===== config.mk =====
export PLATFORM = sky130hd
export DESIGN_NAME = irq_ctrl
export DESIGN_NICKNAME = d
export VERILOG_FILES = /design/src/rtl/irq_ctrl_pkg.sv /design/src/rtl/irq_prio_enc.sv /design/src/rtl/irq_ctrl.sv
export SDC_FILE = /design/constraint.sdc
export NUM_CORES = 1
export LEC_CHECK = 0
export BUFFER_PORTS_ARGS = -buffer_cell sky130_fd_sc_hd__buf_2
export CAP_MARGIN = 20
export CORE_ASPECT_RATIO = 0.8
export CORE_MARGIN = 2
export CORE_UTILIZATION = 50
export DETAILED_ROUTE_END_ITERATION = 7
export PLACE_DENSITY = 0.83
export SETUP_SLACK_MARGIN = 0.2
export SYNTH_ARGS = -nofsm -noshare
export SYNTH_HDL_FRONTEND = slang
export SYNTH_HIERARCHICAL = 1
export SYNTH_SLANG_ARGS = --single-unit

===== constraint.sdc =====
create_clock -name clk -period 4.81 [get_ports clk]
set_input_delay 0.962 -clock clk [delete_from_list [all_inputs] [get_ports clk]]
set_output_delay 0.962 -clock clk [all_outputs]
set_load 0.02 [all_outputs]

===== src/rtl/irq_ctrl_pkg.sv =====
// Shared constants for the machine-level interrupt controller and the core trap logic.
// Latency: n/a (package only).
// Backpressure: n/a (package only).
package irq_ctrl_pkg;

    // Default number of external interrupt lines
    localparam int N_SRC_DEF = 8;

    // Claim IDs are 1..N_SRC for externals and TIMER_ID for the timer (max 31)
    localparam int ID_W = 5;

    // Word offsets on the peripheral bus
    localparam logic [2:0] OFF_PENDING  = 3'd0;
    localparam logic [2:0] OFF_ENABLE   = 3'd1;
    localparam logic [2:0] OFF_CLAIM    = 3'd2;
    localparam logic [2:0] OFF_COMPLETE = 3'd3;
    localparam logic [2:0] OFF_MTIME    = 3'd4;
    localparam logic [2:0] OFF_MTIMECMP = 3'd5;

    // mcause codes, shared with the trap logic
    localparam logic [3:0] CAUSE_M_EXT   = 4'd11;
    localparam logic [3:0] CAUSE_M_TIMER = 4'd7;

    // Request handshake towards the core
    typedef enum logic [1:0] {
        IDLE    = 2'd0,
        REQ     = 2'd1,
        SERVICE = 2'd2
    } irq_state_e;

endpackage


===== src/rtl/irq_prio_enc.sv =====
// Lowest-index priority encoder over enabled pending sources; externals beat the timer.
// Latency: purely combinational.
// Backpressure: none.
module irq_prio_enc
    import irq_ctrl_pkg::*;
#(
    parameter int N_SRC    = N_SRC_DEF,
    parameter int TIMER_ID = N_SRC + 1
) (
    input  logic [N_SRC-1:0] cand,
    input  logic             timer_pend,
    output logic [ID_W-1:0]  best_id
);

    // Scan from the top down so the lowest set index is the last assignment
    always_comb begin
        best_id = '0;
        if (timer_pend) begin
            best_id = ID_W'(TIMER_ID);
        end
        for (int i = N_SRC - 1; i >= 0; i--) begin
            if (cand[i]) begin
                best_id = ID_W'(i + 1);
            end
        end
    end

endmodule


===== src/rtl/irq_ctrl.sv =====
// Machine interrupt controller: edge-latched external lines, optional timer (IRQ_TIMER_EN), claim/complete regs.
// Latency: source edge to interrupt = 2 cycles; bus_ready/bus_rdata 1 cycle after bus_en.
// Backpressure: interrupt held until irq_taken; bus never stalls, every access completes next cycle.
module irq_ctrl
    import irq_ctrl_pkg::*;
#(
    parameter int N_SRC    = N_SRC_DEF,
    parameter int TIMER_ID = N_SRC + 1
) (
    input  logic             clk,
    input  logic             rst,
    input  logic [N_SRC-1:0] src_irq,
    input  logic             mie_in,
    input  logic             irq_taken,
    output logic             interrupt,
    output logic [3:0]       irq_code,
    input  logic             bus_en,
    input  logic             bus_we,
    input  logic [2:0]       bus_addr,
    input  logic [31:0]      bus_wdata,
    output logic [31:0]      bus_rdata,
    output logic             bus_ready
);

    logic [N_SRC-1:0] src_prev_q;
    logic [N_SRC-1:0] pending_q, pending_d;
    logic [N_SRC-1:0] enable_q, enable_d;
    logic [N_SRC-1:0] claim_clr;
    logic [ID_W-1:0]  claimed_id_q, claimed_id_d;
    logic [ID_W-1:0]  best_id;
    irq_state_e       state_q, state_d;
    logic             interrupt_q, interrupt_d;
    logic [3:0]       irq_code_q, irq_code_d;
    logic [3:0]       req_code;
    logic [31:0]      bus_rdata_q, bus_rdata_d;
    logic             bus_ready_q;
    logic             timer_pend;
    logic             rd_en, wr_en;
    logic             claim_rd, complete_hit;

    assign rd_en        = bus_en & ~bus_we;
    assign wr_en        = bus_en & bus_we;
    assign claim_rd     = rd_en && (bus_addr == OFF_CLAIM);
    assign complete_hit = wr_en && (bus_addr == OFF_COMPLETE) && (bus_wdata == 32'(claimed_id_q));

    irq_prio_enc #(
        .N_SRC    (N_SRC),
        .TIMER_ID (TIMER_ID)
    ) u_prio (
        .cand       (pending_q & enable_q),
        .timer_pend (timer_pend),
        .best_id    (best_id)
    );

`ifdef IRQ_TIMER_EN
    logic [31:0] mtime_q, mtime_d;
    logic [31:0] mtimecmp_q, mtimecmp_d;

    // Free-running counter; a bus write overrides the increment
    always_comb begin
        mtime_d    = mtime_q + 32'd1;
        mtimecmp_d = mtimecmp_q;
        if (wr_en && bus_addr == OFF_MTIME) begin
            mtime_d = bus_wdata;
        end
        if (wr_en && bus_addr == OFF_MTIMECMP) begin
            mtimecmp_d = bus_wdata;
        end
    end

    // Timer registers; compare starts at all-ones so the timer is quiet out of reset
    always_ff @(posedge clk) begin
        if (rst) begin
            mtime_q    <= '0;
            mtimecmp_q <= '1;
        end else begin
            mtime_q    <= mtime_d;
            mtimecmp_q <= mtimecmp_d;
        end
    end

    assign timer_pend = (mtime_q >= mtimecmp_q);
    assign req_code   = (best_id == ID_W'(TIMER_ID)) ? CAUSE_M_TIMER : CAUSE_M_EXT;
`else
    assign timer_pend = 1'b0;
    assign req_code   = CAUSE_M_EXT;
`endif

    // Edge capture, claim clearing (new edge wins) and enable/claimed-ID updates
    always_comb begin
        for (int i = 0; i < N_SRC; i++) begin
            claim_clr[i] = claim_rd && (best_id == ID_W'(i + 1));
        end
        pending_d    = (pending_q & ~claim_clr) | (src_irq & ~src_prev_q);
        enable_d     = enable_q;
        claimed_id_d = claimed_id_q;
        if (wr_en && bus_addr == OFF_ENABLE) begin
            enable_d = bus_wdata[N_SRC-1:0];
        end
        if (claim_rd && best_id != '0) begin
            claimed_id_d = best_id;
        end
        if (complete_hit) begin
            claimed_id_d = '0;
        end
    end

    // Read mux; writes and idle cycles return zero
    always_comb begin
        bus_rdata_d = '0;
        if (rd_en) begin
            case (bus_addr)
                OFF_PENDING:  bus_rdata_d = 32'(pending_q);
                OFF_ENABLE:   bus_rdata_d = 32'(enable_q);
                OFF_CLAIM:    bus_rdata_d = 32'(best_id);
`ifdef IRQ_TIMER_EN
                OFF_MTIME:    bus_rdata_d = mtime_q;
                OFF_MTIMECMP: bus_rdata_d = mtimecmp_q;
`endif
                default:      bus_rdata_d = '0;
            endcase
        end
    end

    // Request FSM: raise, hold until taken or withdrawn, then wait for COMPLETE
    always_comb begin
        state_d     = state_q;
        interrupt_d = interrupt_q;
        irq_code_d  = irq_code_q;
        case (state_q)
            IDLE: begin
                if (best_id != '0 && mie_in) begin
                    state_d     = REQ;
                    interrupt_d = 1'b1;
                    irq_code_d  = req_code;
                end
            end
            REQ: begin
                if (irq_taken) begin
                    state_d     = SERVICE;
                    interrupt_d = 1'b0;
                end else if (best_id == '0 || !mie_in) begin
                    state_d     = IDLE;
                    interrupt_d = 1'b0;
                end
            end
            SERVICE: begin
                if (complete_hit) begin
                    state_d = IDLE;
                end
            end
            default: begin
                state_d     = IDLE;
                interrupt_d = 1'b0;
            end
        endcase
    end

    // State registers with synchronous reset
    always_ff @(posedge clk) begin
        if (rst) begin
            src_prev_q   <= '0;
            pending_q    <= '0;
            enable_q     <= '0;
            claimed_id_q <= '0;
            state_q      <= IDLE;
            interrupt_q  <= 1'b0;
            irq_code_q   <= '0;
            bus_rdata_q  <= '0;
            bus_ready_q  <= 1'b0;
        end else begin
            src_prev_q   <= src_irq;
            pending_q    <= pending_d;
            enable_q     <= enable_d;
            claimed_id_q <= claimed_id_d;
            state_q      <= state_d;
            interrupt_q  <= interrupt_d;
            irq_code_q   <= irq_code_d;
            bus_rdata_q  <= bus_rdata_d;
            bus_ready_q  <= bus_en;
        end
    end

    assign interrupt = interrupt_q;
    assign irq_code  = irq_code_q;
    assign bus_rdata = bus_rdata_q;
    assign bus_ready = bus_ready_q;

endmodule


; ---- After elaboration in Yosys (flattened, before gate mapping)
; Index checks and enable logic that the tools add are counted.
[op_classes]
n_eq_ne = 17
n_mux = 18
bitwise_logic = 11
n_reduce_logical = 25
[op_table]
columns = op, count
row1 = $eq A32 B5 Y1, 1
row2 = $mux W4, 8
row3 = $and A8 B8 Y8, 3
row4 = $pmux W8 S3, 1
row5 = $eq A5 B3 Y1 const B, 4
row6 = $not A8 Y8, 2
row7 = $logic_and A1 B1 Y1, 14
row8 = $eq A5 B2 Y1 const B, 2
row9 = $mux W2, 4
row10 = $or A8 B8 Y8, 1
row11 = $eq A3 B2 Y1 const B, 2
row12 = $pmux W2 S3, 1
row13 = $reduce_and A3 Y1, 2
row14 = $eq A5 B1 Y1 const B, 1
row15 = $eq A5 B4 Y1 const B, 1
row16 = $logic_not A5 Y1, 1
row17 = $reduce_bool A5 Y1, 1
row18 = $ne A2 B2 Y1 const B, 2
row19 = $reduce_or A2 Y1, 2
row20 = $eq A3 B1 Y1 const B, 1
row21 = $logic_not A3 Y1, 1
row22 = $mux W1, 3
row23 = $ne A3 B3 Y1 const B, 1
row24 = $not A1 Y1, 3
row25 = other kinds (8), 9
[totals]
regBits = 66
input_bits = 49
output_inout_bits = 38
word_cells = 80

; ---- Logic depth before layout (Yosys ltp)
[logic_depth]
word_depth = 14
mapped_depth = 8
depth_no_buf = 8

; ---- Modules after synthesis
; The synthesis kept the hierarchy.
[modules_own_cells]
columns = mod, instances, cells_each, area_per_inst_um2, seq_area_each_um2
row1 = irq_ctrl, 1, 221, 2001.9, 840.8
row2 = irq_prio_enc, 1, 16, 102.6, 0.0

; ---- Least setup slack after synthesis
; No wires, ideal clock.
[synth_timing]
kind = input to register
from = in bus_wdata[6]
to = reg claimed_id_q[3]
setup_ns = 0.140
t_arrival_ns = 1.869
required_ns = 4.670
path_slack_ns = 2.802
stages = 4
n_path_buf = 0
path_cell_list = nor4_1 nand4_1 nor4_2 a211oi_1
[synth_between]
elab_chain_len = 3
[synth_lines]
columns = element, line
row1 = from (decl), irq_ctrl.sv:20  ; input logic [31:0] bus_wdata,
row2 = $eq A32 B5 Y1, irq_ctrl.sv:44  ; assign complete_hit = wr_en && (bus_addr == OFF_COMPLETE) && (bus_wdata == 32'(claimed_id_q));
row3 = $logic_and A1 B1 Y1, irq_ctrl.sv:44
row4 = $reduce_or A2 Y1 (no source line), -
row5 = to (signal assigned), irq_ctrl.sv:175  ; claimed_id_q <= claimed_id_d;
row6 = to (decl), irq_ctrl.sv:29  ; logic [ID_W-1:0] claimed_id_q, claimed_id_d;
; No other way between the ends.
; A chain may end at the register's enable or synchronous reset.

; ---- Worst setup path after layout
[layout_timing]
from = reg enable_q[5]
to = reg claimed_id_q[0]
[layout_between]
elab_chain_len = 9
[layout_lines]
columns = element, line
row1 = from (decl), irq_ctrl.sv:27  ; logic [N_SRC-1:0] enable_q, enable_d;
row2 = from (signal assigned), irq_ctrl.sv:174  ; enable_q <= enable_d;
row3 = $and A8 B8 Y8 *, irq_ctrl.sv:50  ; .cand (pending_q & enable_q),
row4 = $mux W4 * (6 in a row), irq_prio_enc.sv:22  ; if (cand[i]) begin
row5 = named net best_id[0], irq_ctrl.sv:30  ; logic [ID_W-1:0] best_id;
row6 = $reduce_bool A5 Y1, irq_ctrl.sv:100  ; if (claim_rd && best_id != '0) begin
row7 = $logic_and A1 B1 Y1, irq_ctrl.sv:100
; The timed path passes the listed nets; every way through them passes the cells marked *.

==> metrics.yaml <==
setup_viol: 0
grt_pass1_vias: 1482
io_buffer_count: 61
die_h_um: 62.0
crit_required_ns: 4.98
min_period_ns: 2.30
met2_usage_pct: 29.6
yosysMostFrequentCell: "dfxtp_1"
maxCapViolCount: 0
power.total_mw: 0.753
cts_root_buffer: "clkbuf_8"
cp_slowest_stage_delay_ns: 0.40
synth_area_per_cell_um2: 8.88
place.gp.congestion: 0.813
dp_hpwl_um: 3340
hold_violations: 0
viasPerCell: 4.94
num_rows: 21
post_drt_wl_per_cell_um: 12.4
initial_core_util_pct: 51.0
rsz0062_at_grt: "no"
timing.hold.ws_ns: 0.471
grt_antenna_before_repair: 0
area_delta_synth_final_pct: 16.3
outcome: "finished clean"
skew_ns: 0.00919
grt_most_used_layer: "met2"
dr.pass1.iters: 4
worst_ep_arrival_time_ns: 2.47
crit_family: "simple AND/OR/NAND/NOR gates"
clock_latency_ns: 0.30
die_x_um: 76.5
worstSetupPathType: "register to register"
fin_nets: 345
grt_usage_pct: 18.9
drt-total-wl_um: 4380
async_flop_share_pct: 0
drcViolationCount: 0
worstSetupEndpointType: "register"
via_count: 1743
drv_slew: 0
grt_use_met1_pct: 24.9
cts_sinks: 42
synth_cell_types: 36
cpMostUsedCell: "nor3_1"
synth_commonest_cells: "dfxtp_1, buf_4, nor2_1"
synthCells: 237
cp_max_fo: 6
setup-tns-final_ns: 0
cp_cell_sequence: "and2_1, and2b_2, nor3_1, o31ai_1, or2_2, o211ai_4, mux2i_1, nor3_1"
synth.top_cell.area_share_pct: 40.0
power_density_nw_per_um2: 307
ys_seq_elements: 42
min_path_type: "register to register"
antenna_left: 0
grtUsageMet3_pct: 5.06
yosysSeqAreaShare_pct: 40.0
max-slew-margin-rel_pct: 40.8
syn_area_um2: 2100
pin_count: 87
ys_warn_count: 6
synth-edff-count: 0
r2r_setup_slack_ns: 2.51
grt_start_max_net_pins: 36
cts_resized: 0
slowest_stage: "or2_2"
cts-buffers-inserted: 5
fillers: 400
antenna_cells: 0
cts_tree: "built"
die_area_um2: 4750
cts_setup_buffers: 0
ys.flop_type: "dfxtp_1"
clockBufferDepth: 2
cts_hold_buf: 0
grt_pass1_wl_um: 6810
post-route-period-util_pct: 47.9
cp-start-kind: "register"
core_region_area_um2: 4130
drt_first_iter_violations: 127
crit_buf_inv: 0
peakVddDrop_mv: 0.239
synth_top_area_cell: "dfxtp_1"
p_leak_nw: 1.06
drive_above_1_share_pct: 25.7
fmax_mhz: 434
worst_slew_pin_slew_ns: 0.879
synthTopCellsByArea: "dfxtp_1, buf_4, mux2i_1"
grt_remaining_overflow: 0
clkTransAtPathRegs_ns: 0.08
htreeDepth: 2
-- layout by cell type, fill, tap and decap left out --
| cell | count |
|---|---|
| nor3_1 | 9 |
| a211oi_1 | 1 |
| and3_1 | 1 |
| nor4_2 | 3 |
| conb_1 | 28 |
| and3b_1 | 1 |
| xnor2_1 | 5 |
| buf_2 | 61 |
| and2b_2 | 1 |
| nand4b_1 | 1 |
| inv_1 | 4 |
| nor2_1 | 22 |
| nand2b_1 | 10 |
| or3_4 | 1 |
| nor3b_1 | 1 |
| and2_1 | 10 |
| o211a_1 | 1 |
| o41ai_1 | 2 |
| nor4_1 | 8 |
| a21oi_1 | 18 |
| bufinv_16 | 1 |
| nand2_1 | 4 |
| a22oi_1 | 2 |
| o21ai_1 | 1 |
| o31ai_1 | 1 |
| or2_2 | 1 |
| o21ai_0 | 9 |
| nand3_1 | 2 |
| o211ai_4 | 1 |
| nand3b_1 | 1 |
| dfxtp_1 | 42 |
| nor3b_2 | 1 |
| nor2b_1 | 11 |
| mux2i_1 | 18 |
| clkbuf_8 | 6 |
| nand4_1 | 7 |
-- metal layers --
metal	vias to the layer above	wire length (um)	share of wire, %
li1	881	-	-
met1	778	2050	47
met2	76	1920	44
met3	8	336	7.7
met4	0	76	1.7
met5	-	0	0
-- through the flow --
step           utilization, %  std cells  instance area [um2]  setup WS (ns)
2_1_floorplan               -        263                 2200           2.80
3_3_place_gp             56.6        346                 2340           2.28
3_5_place_dp             56.6        346                 2340           2.31
4_1_cts                  59.4        353                 2450           2.56
5_1_grt                  59.4        353                 2450           2.41
6_report                 59.4        353                 2450           2.51
-- tightest hold or removal path, delay by kind of cell, from the launching register on --
family	cells	cell delay, ns
DFF	1	0.30
and+or+nand+nor	1	0.09
AOI/OAI and AO/OA	1	0.05
-- flip-flops by register name (all words and copies together) (netlist names) --
name / count
irq_code: 1
interrupt: 1
bus_rdata: 8
state_q: 2
claimed_id_q: 5
pending_q: 8
src_prev_q: 8
enable_q: 8
bus_ready: 1
-- worst paths after layout --
path / endpoint / startpoint / cells past startpoint
max: claimed_id_q[0]$_SDFFE_PP0P_ / enable_q[5]$_SDFFE_PP0P_ / 8
max reg2reg: claimed_id_q[0]$_SDFFE_PP0P_ / enable_q[5]$_SDFFE_PP0P_ / 8
min reg2reg: pending_q[0]$_SDFF_PP0_ / src_prev_q[0]$_SDFF_PP0_ / 2
min: pending_q[0]$_SDFF_PP0_ / src_prev_q[0]$_SDFF_PP0_ / 2
-- kinds of logic (layout without fill, tap and decap cells) --
group           Yosys count  after routing  synth area share [%]
compound gates           36             36                  10.4
xor+xnor                  5              5                  2.08
buf+inv                  39             72                  12.2
flops                    42             42                  40.0
mux                      18             18                  8.56
other cells               2             28                 0.357
simple gates             95             95                  26.4
-- cell type report --
class | count | area (um2) | area share [%]
clock inverters | 1 | 30.0 | 1.23
repair buffers | 61 | 305 | 12.5
clock buffers | 6 | 82.6 | 3.37
multi-input cells | 182 | 1100 | 45.1
inverters | 4 | 15.0 | 0.613
well taps | 57 | 71.3 | 2.91
flip-flops and latches | 42 | 841 | 34.3
-- power breakdown --
group          switching [mW]  total, mW  internal (mW)
clock network           0.118      0.284          0.166
registers             0.00751      0.368          0.361
logic                  0.0620      0.100         0.0381
Power figures use the tool's default switching activity.
